<file path="config.mk">
export PLATFORM = sky130hd
export DESIGN_NAME = dpram_port_arbiter
export DESIGN_NICKNAME = d
export VERILOG_FILES = /design/src/rtl/dpram_ctrl_pkg.sv /design/src/rtl/rr_arbiter.sv /design/src/rtl/dpram_port_arbiter.sv
export SDC_FILE = /design/constraint.sdc
export NUM_CORES = 1
export LEC_CHECK = 0
export CORE_MARGIN = 4
export CORE_UTILIZATION = 40
export DETAILED_ROUTE_END_ITERATION = 7
export GPL_TIMING_DRIVEN = 0
export MAX_ROUTING_LAYER = met4
export PLACE_DENSITY = 0.82
export SLEW_MARGIN = 15
export SYNTH_ARGS = -nofsm -noshare
export SYNTH_HDL_FRONTEND = slang
export SYNTH_HIERARCHICAL = 1
export SYNTH_SLANG_ARGS = --single-unit
</file>
<file path="constraint.sdc">
create_clock -name clk -period 6.8 [get_ports clk]
set_input_delay 2.04 -clock clk [delete_from_list [all_inputs] [get_ports clk]]
set_output_delay 2.04 -clock clk [all_outputs]
set_load 0.005 [all_outputs]
</file>
<file path="src/rtl/dpram_ctrl_pkg.sv">
// Shared types and defaults for the dual-port RAM port arbiter.
// Build option: DPRAM_ARB_INIT_EN enables the post-reset memory clear sweep.
package dpram_ctrl_pkg;

  localparam int DEF_ADDR_WIDTH = 5;
  localparam int DEF_DATA_WIDTH = 8;

  // Wide enough for the largest supported requester count (8).
  localparam int TAG_ID_W = 3;

  typedef enum logic {
    ST_INIT = 1'b0,
    ST_RUN  = 1'b1
  } state_e;

  // Travels alongside a read while the RAM access is in flight.
  typedef struct packed {
    logic                valid;
    logic [TAG_ID_W-1:0] id;
  } rd_tag_t;

endpackage

</file>
<file path="src/rtl/rr_arbiter.sv">
// Round-robin arbiter: grants the first valid request at or after the
// priority pointer and moves the pointer one past the winner.
module rr_arbiter #(
  parameter int NUM_REQ = 4
) (
  input  logic                       clk,
  input  logic                       rst_n,
  input  logic [NUM_REQ-1:0]         i_req,
  input  logic                       i_advance,
  output logic [NUM_REQ-1:0]         o_grant,
  output logic [$clog2(NUM_REQ)-1:0] o_grant_idx
);

  localparam int IDX_W = $clog2(NUM_REQ);

  logic [IDX_W-1:0]   r_ptr;
  logic [IDX_W-1:0]   w_cand;
  logic [IDX_W:0]     w_sum;
  logic [IDX_W-1:0]   w_idx;
  logic [IDX_W-1:0]   w_ptr_next;
  logic [NUM_REQ-1:0] w_grant;
  logic               w_found;

  // Scan the requests starting at the pointer, wrapping modulo NUM_REQ.
  always_comb begin
    w_grant = '0;
    w_idx   = '0;
    w_found = 1'b0;
    w_sum   = '0;
    w_cand  = '0;
    for (int k = 0; k < NUM_REQ; k++) begin
      w_sum = {1'b0, r_ptr} + (IDX_W+1)'(k);
      if (w_sum >= (IDX_W+1)'(NUM_REQ)) begin
        w_sum = w_sum - (IDX_W+1)'(NUM_REQ);
      end
      w_cand = w_sum[IDX_W-1:0];
      if (!w_found && i_req[w_cand]) begin
        w_found         = 1'b1;
        w_grant[w_cand] = 1'b1;
        w_idx           = w_cand;
      end
    end
  end

  // Pointer value after a grant to w_idx.
  always_comb begin
    w_ptr_next = w_idx + IDX_W'(1);
    if (w_idx == IDX_W'(NUM_REQ-1)) begin
      w_ptr_next = '0;
    end
  end

  // The pointer only moves when something was actually granted.
  always_ff @(posedge clk or negedge rst_n) begin
    if (!rst_n) begin
      r_ptr <= '0;
    end else if (i_advance && w_found) begin
      r_ptr <= w_ptr_next;
    end
  end

  assign o_grant     = w_grant;
  assign o_grant_idx = w_idx;

endmodule

</file>
<file path="src/rtl/dpram_port_arbiter.sv">
// Shares one dual-port RAM port among NUM_REQ requesters (round-robin),
// issues accepted requests in order and returns tagged read data.
// Build option: DPRAM_ARB_INIT_EN adds an INIT sweep writing INIT_VALUE
// to every location after reset before any request is accepted.
module dpram_port_arbiter
  import dpram_ctrl_pkg::*;
#(
  parameter int NUM_REQ    = 4,
  parameter int ADDR_WIDTH = DEF_ADDR_WIDTH,
  parameter int DATA_WIDTH = DEF_DATA_WIDTH,
  parameter int INIT_VALUE = 0
) (
  input  logic                         clk,
  input  logic                         rst_n,
  input  logic [NUM_REQ-1:0]           req_valid,
  output logic [NUM_REQ-1:0]           req_ready,
  input  logic [NUM_REQ-1:0]           req_we,
  input  logic [NUM_REQ*ADDR_WIDTH-1:0] req_addr,
  input  logic [NUM_REQ*DATA_WIDTH-1:0] req_wdata,
  output logic                         rsp_valid,
  output logic [$clog2(NUM_REQ)-1:0]   rsp_id,
  output logic [DATA_WIDTH-1:0]        rsp_data,
  output logic                         init_done,
  output logic                         mem_en_n,
  output logic                         mem_we,
  output logic [ADDR_WIDTH-1:0]        mem_addr,
  output logic [DATA_WIDTH-1:0]        mem_din,
  input  logic [DATA_WIDTH-1:0]        mem_dout
);

  localparam int ID_W = $clog2(NUM_REQ);

  state_e                r_state;
  state_e                w_state_next;
  logic                  w_run;
  logic                  w_init_wr;
  logic                  w_init_last;
  logic [ADDR_WIDTH-1:0] w_init_addr;
  logic [NUM_REQ-1:0]    w_req_masked;
  logic [NUM_REQ-1:0]    w_grant;
  logic [ID_W-1:0]       w_gnt_idx;
  logic                  w_accept;
  logic                  w_gnt_we;
  logic [ADDR_WIDTH-1:0] w_gnt_addr;
  logic [DATA_WIDTH-1:0] w_gnt_wdata;
  logic [ADDR_WIDTH-1:0] w_addr_arr  [NUM_REQ];
  logic [DATA_WIDTH-1:0] w_wdata_arr [NUM_REQ];

  logic                  r_mem_en_n;
  logic                  r_mem_we;
  logic [ADDR_WIDTH-1:0] r_mem_addr;
  logic [DATA_WIDTH-1:0] r_mem_din;
  rd_tag_t               r_tag1;
  rd_tag_t               r_tag2;
  logic                  r_rsp_valid;
  logic [ID_W-1:0]       r_rsp_id;
  logic [DATA_WIDTH-1:0] r_rsp_data;

`ifdef DPRAM_ARB_INIT_EN
  localparam state_e RESET_STATE = ST_INIT;

  // Extra MSB flags that the whole depth has been written.
  logic [ADDR_WIDTH:0] r_init_cnt;

  assign w_init_last = r_init_cnt[ADDR_WIDTH];
  assign w_init_wr   = (r_state == ST_INIT) && !w_init_last;
  assign w_init_addr = r_init_cnt[ADDR_WIDTH-1:0];
  assign init_done   = (r_state == ST_RUN);

  // Sweep address counter, restarted by every reset.
  always_ff @(posedge clk or negedge rst_n) begin
    if (!rst_n) begin
      r_init_cnt <= '0;
    end else if (w_init_wr) begin
      r_init_cnt <= r_init_cnt + (ADDR_WIDTH+1)'(1);
    end
  end
`else
  localparam state_e RESET_STATE = ST_RUN;

  assign w_init_last = 1'b1;
  assign w_init_wr   = 1'b0;
  assign w_init_addr = '0;
  assign init_done   = 1'b1;
`endif

  // FSM state register.
  always_ff @(posedge clk or negedge rst_n) begin
    if (!rst_n) begin
      r_state <= RESET_STATE;
    end else begin
      r_state <= w_state_next;
    end
  end

  // Leave INIT one cycle after the final sweep write is driven.
  always_comb begin
    w_state_next = r_state;
    case (r_state)
      ST_INIT: if (w_init_last) w_state_next = ST_RUN;
      ST_RUN:  w_state_next = ST_RUN;
      default: w_state_next = ST_RUN;
    endcase
  end

  // Grants are suppressed during INIT and while reset is held.
  assign w_run        = rst_n && (r_state == ST_RUN);
  assign w_req_masked = req_valid & {NUM_REQ{w_run}};

  rr_arbiter #(
    .NUM_REQ (NUM_REQ)
  ) u_rr_arbiter (
    .clk         (clk),
    .rst_n       (rst_n),
    .i_req       (w_req_masked),
    .i_advance   (w_run),
    .o_grant     (w_grant),
    .o_grant_idx (w_gnt_idx)
  );

  assign req_ready = w_grant;
  assign w_accept  = |w_grant;

  genvar gi;
  generate
    for (gi = 0; gi < NUM_REQ; gi++) begin : g_slice
      assign w_addr_arr[gi]  = req_addr[gi*ADDR_WIDTH +: ADDR_WIDTH];
      assign w_wdata_arr[gi] = req_wdata[gi*DATA_WIDTH +: DATA_WIDTH];
    end
  endgenerate

  assign w_gnt_we    = req_we[w_gnt_idx];
  assign w_gnt_addr  = w_addr_arr[w_gnt_idx];
  assign w_gnt_wdata = w_wdata_arr[w_gnt_idx];

  // Issue stage: register the RAM pins; address and data hold when idle.
  always_ff @(posedge clk or negedge rst_n) begin
    if (!rst_n) begin
      r_mem_en_n <= 1'b1;
      r_mem_we   <= 1'b0;
      r_mem_addr <= '0;
      r_mem_din  <= '0;
    end else if (w_init_wr) begin
      r_mem_en_n <= 1'b0;
      r_mem_we   <= 1'b1;
      r_mem_addr <= w_init_addr;
      r_mem_din  <= DATA_WIDTH'(INIT_VALUE);
    end else if (w_accept) begin
      r_mem_en_n <= 1'b0;
      r_mem_we   <= w_gnt_we;
      r_mem_addr <= w_gnt_addr;
      r_mem_din  <= w_gnt_wdata;
    end else begin
      r_mem_en_n <= 1'b1;
      r_mem_we   <= 1'b0;
    end
  end

  // Read tag pipeline: stage 1 aligns with the RAM pins, stage 2 with mem_dout.
  always_ff @(posedge clk or negedge rst_n) begin
    if (!rst_n) begin
      r_tag1 <= '0;
      r_tag2 <= '0;
    end else begin
      r_tag1.valid <= w_accept && !w_gnt_we;
      r_tag1.id    <= TAG_ID_W'(w_gnt_idx);
      r_tag2       <= r_tag1;
    end
  end

  // Response register: capture RAM read data while its tag is valid.
  always_ff @(posedge clk or negedge rst_n) begin
    if (!rst_n) begin
      r_rsp_valid <= 1'b0;
      r_rsp_id    <= '0;
      r_rsp_data  <= '0;
    end else begin
      r_rsp_valid <= r_tag2.valid;
      if (r_tag2.valid) begin
        r_rsp_id   <= r_tag2.id[ID_W-1:0];
        r_rsp_data <= mem_dout;
      end
    end
  end

  assign mem_en_n  = r_mem_en_n;
  assign mem_we    = r_mem_we;
  assign mem_addr  = r_mem_addr;
  assign mem_din   = r_mem_din;
  assign rsp_valid = r_rsp_valid;
  assign rsp_id    = r_rsp_id;
  assign rsp_data  = r_rsp_data;

endmodule

</file>
# Word level (Yosys, flattened, before mapping)
# Index checks and enable logic that the tools add are counted.
[totals] elab_cells=97 register_bits=34 input_bits=70 output_inout_bits=31
[classes] add_sub_neg=8 n_reduce_logical=14 order_cmp=14 eq_ne=1 muxes=43 n_bitwise=5
[ops] cell="$mux W2" n=9
[ops] cell="$bmux W8 S2" n=1
[ops] cell="$mux W4" n=4
[ops] cell="$mux W8" n=2
[ops] cell="$lt A2 B3 Y1 const B" n=5
[ops] cell="$mux W1" n=15
[ops] cell="$ge A3 B3 Y1 const B" n=4
[ops] cell="$or A4 B4 Y4" n=3
[ops] cell="$bmux W1 S2" n=5
[ops] cell="$bmux W5 S2" n=1
[ops] cell="$mux W5" n=2
[ops] cell="$logic_and A1 B1 Y1" n=9
[ops] cell="$demux W1 S2" n=4
[ops] cell="$ge A2 B1 Y1 const B" n=4
[ops] cell="$sub A2 B1 Y2 const B" n=4
[ops] cell="$add A2 B2 Y3 const B" n=2
[ops] cell="$and A4 B4 Y4" n=1
[ops] cell="$logic_not A1 Y1" n=4
[ops] cell="$reduce_or A4 Y1" n=1
[ops] cell="$add A2 B1 Y3 const B" n=1
[ops] cell="$ge A2 B3 Y1 const B" n=1
[ops] cell="$not A2 Y3" n=1
[ops] cell="$add A2 B1 Y2 const B" n=1
[ops] cell="$eq A2 B2 Y1 const B" n=1

# Depth between registers and ports, before layout
# Gate-level depths: netlist of run 1.
[depth] word_depth=18 depth_mapped=11

# Hierarchy
# The synthesis of run 1 kept the hierarchy.
[modules_own_cells] mod="dpram_port_arbiter" seq_area_each_um2=802.0 cells_each=83 instances=1 area_each_um2=1498.9
[modules_own_cells] mod="rr_arbiter" seq_area_each_um2=50.0 cells_each=52 instances=1 area_each_um2=523.0

# Least setup slack after synthesis of run 1
# Ideal clock, no wire load.
[synth_path] kind="input-to-output" startpoint="input port req_valid[2]" endpoint="output port req_ready[2]" arrival_ps=3403 path_stages=5 path_slack_ps=1357 required_ps=4760 path_cell_list="and2_1 -> mux4_2 -> nor3_2 -> and2_1 -> a221o_1"
[synth_between] elab_chain_cells=13
[synth_rtl] element="from (decl)" line_no="dpram_port_arbiter.sv:15" source="input logic [NUM_REQ-1:0] req_valid,"
[synth_rtl] element="$and A4 B4 Y4 (*)" line_no="dpram_port_arbiter.sv:108" source="assign w_req_masked = req_valid & {NUM_REQ{w_run}};"
[synth_rtl] element="$bmux W1 S2" line_no="rr_arbiter.sv:37" source="if (!w_found && i_req[w_cand]) begin"
[synth_rtl] element="$mux W1 (not written as such)" line_no="rr_arbiter.sv:37"
[synth_rtl] element="$mux W1" line_no="rr_arbiter.sv:37"
[synth_rtl] element="$logic_not A1 Y1" line_no="rr_arbiter.sv:37"
[synth_rtl] element="$logic_and A1 B1 Y1" line_no="rr_arbiter.sv:37"
[synth_rtl] element="$mux W1" line_no="rr_arbiter.sv:37"
[synth_rtl] element="$logic_not A1 Y1" line_no="rr_arbiter.sv:37"
[synth_rtl] element="$logic_and A1 B1 Y1" line_no="rr_arbiter.sv:37"
[synth_rtl] element="$mux W1" line_no="rr_arbiter.sv:37"
[synth_rtl] element="$logic_not A1 Y1" line_no="rr_arbiter.sv:37"
[synth_rtl] element="$logic_and A1 B1 Y1" line_no="rr_arbiter.sv:37"
[synth_rtl] element="$mux W4 (*)" line_no="rr_arbiter.sv:37"
[synth_rtl] element="to (decl)" line_no="dpram_port_arbiter.sv:16" source="output logic [NUM_REQ-1:0] req_ready,"
# Every way passes the cells marked *; elsewhere a longest branch is shown, timed or not. The select of a mux whose other input is x is not followed.

# Worst setup path in the final report of run 1
[layout_path] startpoint="input port req_valid[2]" endpoint="output port req_ready[3]"
[layout_between] elab_chain_cells=13
[layout_rtl] element="$and A4 B4 Y4 (*)" line_no="dpram_port_arbiter.sv:108"
[layout_rtl] element="net w_req_masked[2]" line_no="dpram_port_arbiter.sv:39" source="logic [NUM_REQ-1:0] w_req_masked;"
[layout_rtl] element="$bmux W1 S2" line_no="rr_arbiter.sv:37"
[layout_rtl] element="$mux W1 (not written as such)" line_no="rr_arbiter.sv:37"
[layout_rtl] element="$mux W1" line_no="rr_arbiter.sv:37"
[layout_rtl] element="$logic_not A1 Y1" line_no="rr_arbiter.sv:37"
[layout_rtl] element="$logic_and A1 B1 Y1" line_no="rr_arbiter.sv:37"
[layout_rtl] element="$mux W1" line_no="rr_arbiter.sv:37"
[layout_rtl] element="$logic_not A1 Y1" line_no="rr_arbiter.sv:37"
[layout_rtl] element="$logic_and A1 B1 Y1" line_no="rr_arbiter.sv:37"
[layout_rtl] element="$mux W1" line_no="rr_arbiter.sv:37"
[layout_rtl] element="$logic_not A1 Y1" line_no="rr_arbiter.sv:37"
[layout_rtl] element="$logic_and A1 B1 Y1" line_no="rr_arbiter.sv:37"
[layout_rtl] element="$mux W4 (*)" line_no="rr_arbiter.sv:37"
# The timed path passes the listed nets; every way through them passes the cells marked *. The select of a mux whose other input is x is not followed.

==> results of run 1 <==
==> per-stage QoR <==
stage	area [sq um]	TNS (ns)	setup WS (ns)
floorplan	2020	0	1.36
global placement	3100	-4.22	-1.06
detailed placement	3110	0	0.311
CTS	3190	0	0.304
global route	3190	0	0.160
finish	3190	0	0.302
==> power by group through the flow <==
stage	clock network, uW	registers (uW)	logic, uW
after floorplan	0	370	727
after global placement	0	364	1070
after detailed placement	0	369	1090
after CTS	142	365	1090
after global routing	153	377	1170
final	137	364	1080
==> worst max-delay path: stages <==
cell	delay, ns
clkdlybuf4s50_1	0.39
and2_1	0.20
mux4_2	0.62
nor3_2	0.20
and2_1	0.23
a221o_1	0.24
clkdlybuf4s50_1	0.53
==> logic make-up after synthesis <==
logic type	count (synthesis)	share of synthesized area (%)
compound gates	17	6.31
xor+xnor	2	0.866
fa+ha+maj	5	3.09
buf+inv	11	4.27
flops	34	42.1
mux	47	36.1
other cells	1	0.185
simple gates	18	6.99
==> synth_stat cells <==
cell and n:
a211o_2 1, mux2i_2 1, conb_1 1, xnor2_1 2
nor2_1 6, o21ai_2 1, nor4b_4 1, and2_1 5
buf_12 1, a22oi_1 5, mux2_2 24, o21ai_1 1
a21oi_1 2, nor2b_4 1, dfstp_2 1, buf_4 2
mux2_1 2, clkbuf_4 1, nor3_2 1, nor2b_1 2
mux2i_1 3, dfrtp_1 33, o21ai_0 2, mux4_1 3
mux4_2 14, a31oi_1 1, nor4_4 1, buf_2 2
ha_1 5, nand2b_1 1, buf_6 2, clkbuf_1 1
a221o_1 4, inv_1 2
==> layout make-up <==
cell class | instances | area (sq um) | area share [%]
Inverter | 2 | 7.51 | 0.235
Buffer | 9 | 78.8 | 2.47
Timing Repair Buffer | 100 | 1010 | 31.5
Tap cell | 67 | 83.8 | 2.62
Multi-Input combinational cell | 90 | 1080 | 33.9
Clock inverter | 2 | 10.0 | 0.313
Clock buffer | 6 | 72.6 | 2.27
Sequential cell | 34 | 852 | 26.7
==> routing by layer <==
layer,vias to the layer above,wire (microns),GRT usage [%]
li1,739,-,-
met1,773,1890,20.1
met2,65,2510,27.7
met3,9,332,3.74
met4,0,86,5.33
met5,-,0,-
==> final timing paths <==
path / startpoint / to / slack (ns) / cells after the start
worst max-delay path: req_valid[2] / req_ready[3] / 0.30 / 7
worst min-delay path: r_tag1[0]$_DFF_PN0_ / r_tag2[0]$_DFF_PN0_ / 0.35 / 0
worst max register to register: flip-flop / mem_din[6]$_DFFE_PN0P_ / 3.15 / 10
worst min register to register: r_tag1[0]$_DFF_PN0_ / r_tag2[0]$_DFF_PN0_ / 0.35 / 0
max in group asynchronous: rst_n / mem_addr[2]$_DFFE_PN0P_ / 4.85 / 2
min in group asynchronous: rst_n / mem_din[4]$_DFFE_PN0P_ / 1.57 / 1
==> registers in the layout, summed over array words and instances (netlist names), named ones only <==
| register | cells |
|---|---|
| mem_addr | 5 |
| mem_din | 8 |
| mem_we | 1 |
| mem_en_n | 1 |
| r_tag1 | 3 |
| rsp_id | 2 |
| rsp_data | 8 |
| rsp_valid | 1 |
| r_tag2 | 3 |
| u_rr_arbiter/r_ptr | 1 |
==> qor.txt, run 1 <==
Least-Margin Pin Slew -> 0.586 ns
Peak Freq -> 154 MHz
Worst Path Required -> 4.76 ns
Seq/Total Area, Yosys -> 42.1%
GRT Resource Usage Total -> 16.6%
Comb power frac -> 68.2%
CTS tree -> yes
Crit path max fanout -> 8
First-pass GRT wire length -> 7890 microns
Synth area leaders -> dfrtp_1, mux4_2, mux2_2
Syn. warnings -> 6
CTS Buffer Depth -> 2
Routed WL -> 4820 microns
Pint -> 1050 uW
HP Class -> flip-flop to flip-flop
Min cycle time layout -> 6.50 ns
Commonest non-fill, non-tap cell in the layout -> clkdlybuf4s50_1
Post-synth top area cell -> dfrtp_1
Post-cts repair resize count -> 0
Hpwl dp -> 3920 microns
Nets@finish -> 317
Post-synthesis cell count -> 135
PwrDens -> 494 nW/um^2
Pre-antenna DRT Iters -> 4
Syn_nets -> 210
Antenna Nets Post-Route -> 0
Setup Buffers After CTS -> 0
Worst Setup End Kind -> primary output
Synth Register Bits -> 34
Top Ports -> 101
Clock power frac -> 8.7%
Layout cells sized above 1 -> 25.9%
Pwr Total -> 1580 uW
Leak Pwr -> 0.00128 uW
Period utilisation layout -> 95.6%
Layout Area Growth over Synthesis -> 58.0%
Final setup viols -> 0
Die H -> 79.1 microns
Vias per Instance -> 5.12
Clock transition at path regs -> 0.07 ns
Reg power frac -> 23.1%
DRT iter0 DRCs -> 49
Core area -> 4820 sq um
Num CTS Buffers -> 5
Post-Syn Area -> 2020 sq um
Yosys top cell area share -> 40.8%
Max-cap violations -> 0
Number of global-route vias before repair -> 1,646
Largest net degree at the start of global routing -> 39
FP Rows -> 25
Final Util -> 66.3%
Worst hold slack -> 0.347 ns
Arr. time, crit path -> 4.46 ns
Fill cell count -> 389
CTS Hold Bufs -> 0
DRC -> 0
Skew-Pair Late Insertion Delay -> 0.27 ns
Port bufs -> 99
Setup repair after global routing missed its margin -> false
Dpl cells -> 302
Net Sw Frac -> 33.7%
Via count -> 1,586
Peak supply drop -> 0.328 mV
CP startpoint kind -> input pin
Die Span X -> 79.1 microns
Clk_skew -> 0.00299 ns
Critical path class -> input pin to primary output
Wire per inst -> 15.5 microns
Finished Layout Cells -> 310
Status -> completed
Initial Util -> 42.0%
Hold Vio Cnt, Final -> 0
Final global-route overflow total -> 0
Full die area -> 6260 sq um
Clock Sinks -> 34
Gp weighted congestion -> 0.851
Clock root buffer -> clkbuf_8
Most frequent cells in the layout -> clkdlybuf4s50_1, dfrtp_1, mux2_2
Avg Inst Size Synth -> 15.0 sq um
Ant diodes -> 0
Max-slew headroom -> 60.6%
Pins Over Slew Limit -> 0
Antenna violations before repair -> 0
CTS H-tree depth -> 2
Psw -> 532 uW
Netlist cell types -> 34
Power figures use the tool's default switching activity.
==> inputs of run 2 (changes only) <==
CORE_MARGIN = 2   (was 4)
GPL_ROUTABILITY_DRIVEN = 0   (was unset)
==> run 2 against run 1 <==
Against the previous run:
- final cell count is the same
- utilization increased by 0.77 points
- largest cell class unchanged
- critical path depth increased by 1
- critical endpoint is now req_ready[2]
- power is 1.1% higher
- wire length decreased by 0.60%
- combinational power barely moved
- sequential power is essentially flat
- die area is 9.9% lower
- first-iteration DRC count decreased by 35%
==> qor.txt, run 2 (same netlist as run 1, synthesis figures left out) <==
Nets@finish -> 317
Routed WL -> 4790 microns
Top Ports -> 101
Antenna violations before repair -> 0
Layout Area Growth over Synthesis -> 58.8%
Peak Freq -> 152 MHz
CTS tree -> yes
Max stage delay on crit path -> 0.62 ns
Clock transition at path regs -> 0.07 ns
Max-cap violations -> 0
CTS Hold Bufs -> 0
Post-Place Setup Slack -> 0.209 ns
Final setup viols -> 0
Critical path class -> input pin to primary output
Setup repair after global routing missed its margin -> false
Clock root buffer -> clkbuf_8
Die Span X -> 75.1 microns
Clock Sinks -> 34
CP startpoint kind -> input pin
First-pass GRT wire length -> 7360 microns
Multi-input gate area -> 1080 sq um
Die H -> 75.1 microns
Clk_skew -> 0.00646 ns
HP Class -> flip-flop to flip-flop
CTS H-tree depth -> 2
Via count -> 1,566
Pre-antenna DRT Iters -> 4
Wire per inst -> 15.5 microns
Full die area -> 5640 sq um
Worst path most repeated cell -> and2_1
Hold Vio Cnt, Final -> 0
Vias per Instance -> 5.05
Period utilisation layout -> 96.7%
Dpl cells -> 302
Most frequent cells in the layout -> clkdlybuf4s50_1, dfrtp_1, mux2_2
Largest net degree at the start of global routing -> 28
Layout cells sized above 1 -> 25.9%
TNS Setup -> 0 ns
Initial Util -> 42.2%
PwrDens -> 497 nW/um^2
Number of global-route vias before repair -> 1,616
Skew-Pair Late Insertion Delay -> 0.29 ns
CTS Buffer Depth -> 2
Slowest CP cell -> mux4_2
Max-slew headroom -> 62.2%
Crit path cell chain -> buf_2 -> buf_16 -> and2_1 -> mux4_2 -> nor3_2 -> and2_1 -> a221o_1 -> clkdlybuf4s50_1
Worst Path Required -> 4.76 ns
Core area -> 4790 sq um
Status -> completed
Min cycle time layout -> 6.58 ns
DRT iter0 DRCs -> 32
Post-cts repair resize count -> 0
Worst Setup End Kind -> primary output
Pins Over Slew Limit -> 0
Final global-route overflow total -> 0
DRC -> 0
Setup slack after layout -> 0.224 ns
Peak supply drop -> 0.271 mV
Fill cell count -> 374
Ant diodes -> 0
Crit path max fanout -> 27
Least-Margin Pin Slew -> 0.563 ns
Commonest non-fill, non-tap cell in the layout -> clkdlybuf4s50_1
Antenna Nets Post-Route -> 0
Finished Layout Cells -> 310
Setup Buffers After CTS -> 0
Num CTS Buffers -> 5
Leak Pwr -> 0.00129 uW
Arr. time, crit path -> 4.54 ns
FP Rows -> 25
Port bufs -> 99
Hpwl dp -> 3800 microns
Sequential cell area -> 852 sq um
GRT Resource Usage Total -> 18.0%
[run 2: critical path, delay by kind of cell]
family | cells | cell delay [ns]
buf+inv | 3 | 0.97
simple gates | 3 | 0.65
mux | 1 | 0.62
compound gates | 1 | 0.24
[run 2: cell type report]
| class | instances | share of cell area (%) |
|---|---|---|
| multi-input combinational | 90 | 33.7 |
| timing repair buffer | 100 | 31.6 |
| sequential | 34 | 26.5 |
| clock buffer | 7 | 2.69 |
| tap | 67 | 2.61 |
| buffer | 9 | 2.46 |
| inverter | 2 | 0.234 |
| clock inverter | 1 | 0.156 |
[run 2: routing by layer]
metal | track usage, % | part of all wire [%] | vias up
met2 | 31.3 | 56 | 57
met4 | 3.57 | 0.79 | 0
li1 | - | - | 731
met1 | 21.3 | 39 | 773
met5 | - | 0 | -
met3 | 4.42 | 5.0 | 5
[run 2: per-stage QoR]
step           total power, uW  util, %  hold WS, ns  area [sq um]
2_1_floorplan             1100        -        0.331          2020
4_1_cts                   1620     67.1        0.351          3210
6_report                  1600     67.1        0.355          3210
5_1_grt                   1720     67.1        0.359          3210
3_5_place_dp              1460     65.2        0.335          3120
3_3_place_gp              1430     64.7        0.334          3100
[run 2: path summary, 6_finish.rpt]
path | start | to | slack, ns | depth (start not counted)
max reg2reg | flip-flop | mem_addr[0]$_DFFE_PN0P_ | 3.19 | 10
max | rst_n | req_ready[2] | 0.22 | 8
min reg2reg | r_tag1[1]$_DFF_PN0_ | r_tag2[1]$_DFF_PN0_ | 0.36 | 0
min | r_tag1[1]$_DFF_PN0_ | r_tag2[1]$_DFF_PN0_ | 0.36 | 0
min in group asynchronous | rst_n | rsp_data[7]$_DFFE_PN0P_ | 1.67 | 1
max in group asynchronous | rst_n | mem_en_n$_DFF_PN1_ | 4.62 | 2
[run 2: power by group]
part           switching (uW)  total (uW)  internal, uW  leakage [uW]
Sequential               49.0         365           316      0.000406
Clock                    70.9         152          81.6     0.0000482
Combinational             418        1080           661      0.000833
==> inputs of run 3 (changes only) <==
CORE_UTILIZATION = 43   (was 40)
PLACE_DENSITY = 0.87   (was 0.82)
==> run 3 against run 2 <==
Against the previous run:
- sequential cell count unchanged
- global-route usage rose by 0.85 points
- clock power down 7%
- clock skew decreased by 0.0021 ns
- utilization grew 4.4 points
- non-clock buffer count did not move
- design area is 1.1% lower
- critical endpoint unchanged
- largest power group unchanged
==> qor.txt, run 3 (same netlist as run 1, synthesis figures left out) <==
Wire per inst -> 16.1 microns
Leak Pwr -> 0.00128 uW
Clock Sinks -> 34
Worst path top cell family by delay -> buffers and inverters
CTS tree -> yes
DRT iter0 DRCs -> 74
Setup Buffers After CTS -> 0
HP Class -> flip-flop to flip-flop
Via count -> 1,603
Worst Path Buf+Inv -> 2
Layout Area Growth over Synthesis -> 57.1%
Arr. time, crit path -> 4.47 ns
Max stage delay on crit path -> 0.62 ns
Psw -> 541 uW
Min cycle time layout -> 6.51 ns
Ant diodes -> 0
Commonest non-fill, non-tap cell in the layout -> clkdlybuf4s50_1
Num CTS Buffers -> 5
Clk_skew -> 0.00440 ns
Post-cts repair resize count -> 0
Pins Over Slew Limit -> 0
Final setup viols -> 0
Crit path cell chain -> clkdlybuf4s50_1 -> and2_1 -> mux4_2 -> nor3_2 -> and2_1 -> a221o_1 -> clkdlybuf4s50_1
Most frequent cells in the layout -> clkdlybuf4s50_1, dfrtp_1, mux2_2
Hold depth -> 0
CP startpoint kind -> input pin
Post-Place Setup Slack -> 0.288 ns
Initial Util -> 45.5%
Top Ports -> 101
Crit path max fanout -> 8
Critical path class -> input pin to primary output
Die H -> 72.6 microns
CTS H-tree depth -> 2
TNS Setup -> 0 ns
Worst Path Required -> 4.76 ns
Slowest CP cell -> mux4_2
Die Span X -> 72.6 microns
Critical path depth -> 7
Port bufs -> 99
Peak supply drop -> 0.254 mV
Number of global-route vias before repair -> 1,665
PwrDens -> 500 nW/um^2
Hpwl dp -> 3840 microns
Final global-route overflow total -> 0
Least-Margin Pin Slew -> 0.575 ns
Vias per Instance -> 5.43
Antenna violations before repair -> 0
Reg power frac -> 22.9%
Clock transition at path regs -> 0.06 ns
Full die area -> 5270 sq um
Max-slew headroom -> 61.4%
Worst hold slack -> 0.350 ns
Worst Setup End Kind -> primary output
Skew-Pair Late Insertion Delay -> 0.28 ns
Hold Vio Cnt, Final -> 0
Clock root buffer -> clkbuf_8
Clock power frac -> 8.9%
CTS Hold Bufs -> 0
Max-cap violations -> 0
Core area -> 4440 sq um
Setup repair after global routing missed its margin -> false
Pre-antenna DRT Iters -> 6
Period utilisation layout -> 95.8%
DRC -> 0
Pint -> 1050 uW
Routed WL -> 4760 microns
Peak Freq -> 154 MHz
Comb power frac -> 68.2%
FP Rows -> 24
Setup slack after layout -> 0.287 ns
First-pass GRT wire length -> 7410 microns
CTS Buffer Depth -> 2
Antenna Nets Post-Route -> 0
Net Sw Frac -> 34.1%
Status -> completed
R2r worst-path depth -> 10
Fill cell count -> 329
Layout cells sized above 1 -> 25.9%
Nets@finish -> 317
Largest net degree at the start of global routing -> 40
GRT Resource Usage Total -> 18.9%
-- run 3: routing by layer --
layer | wire, microns | track usage [%] | vias up
met2 | 2480 | 32.3 | 73
li1 | - | - | 731
met4 | 140 | 8.23 | 0
met3 | 265 | 4.01 | 13
met5 | 0 | - | -
met1 | 1880 | 21.3 | 786
-- run 3: path summary, 6_finish.rpt --
path | start | endpoint | slack, ns
max | req_valid[2] | req_ready[2] | 0.29
max in group asynchronous | rst_n | mem_din[6]$_DFFE_PN0P_ | 4.87
max reg2reg | flip-flop | mem_din[5]$_DFFE_PN0P_ | 3.15
min in group asynchronous | rst_n | mem_addr[0]$_DFFE_PN0P_ | 1.55
min | r_tag1[1]$_DFF_PN0_ | r_tag2[1]$_DFF_PN0_ | 0.35
min reg2reg | r_tag1[1]$_DFF_PN0_ | r_tag2[1]$_DFF_PN0_ | 0.35
-- run 3: per-stage QoR --
stage	util, %	area [sq um]	total power [uW]	instances
finish	71.5	3180	1590	295
global route	71.5	3180	1700	295
CTS	71.5	3180	1610	295
detailed placement	69.6	3090	1470	287
global placement	69.3	3080	1430	286
floorplan	-	2020	1100	135
-- run 3: cell type report --
class / count / area, sq um / area share (%)
Buffer: 9 / 78.8 / 2.48
Clock buffer: 6 / 72.6 / 2.29
Clock inverter: 2 / 10.0 / 0.315
Inverter: 2 / 7.51 / 0.236
Multi-Input combinational cell: 90 / 1080 / 34.1
Sequential cell: 34 / 852 / 26.8
Tap cell: 52 / 65.1 / 2.05
Timing Repair Buffer: 100 / 1010 / 31.7
-- run 3: power by group through the flow --
| stage | combinational (uW) | sequential [uW] | clock, uW |
|---|---|---|---|
| floorplan | 727 | 370 | 0 |
| global placement | 1070 | 361 | 0 |
| detailed placement | 1100 | 370 | 0 |
| CTS | 1100 | 366 | 145 |
| global route | 1170 | 376 | 153 |
| finish | 1080 | 364 | 141 |
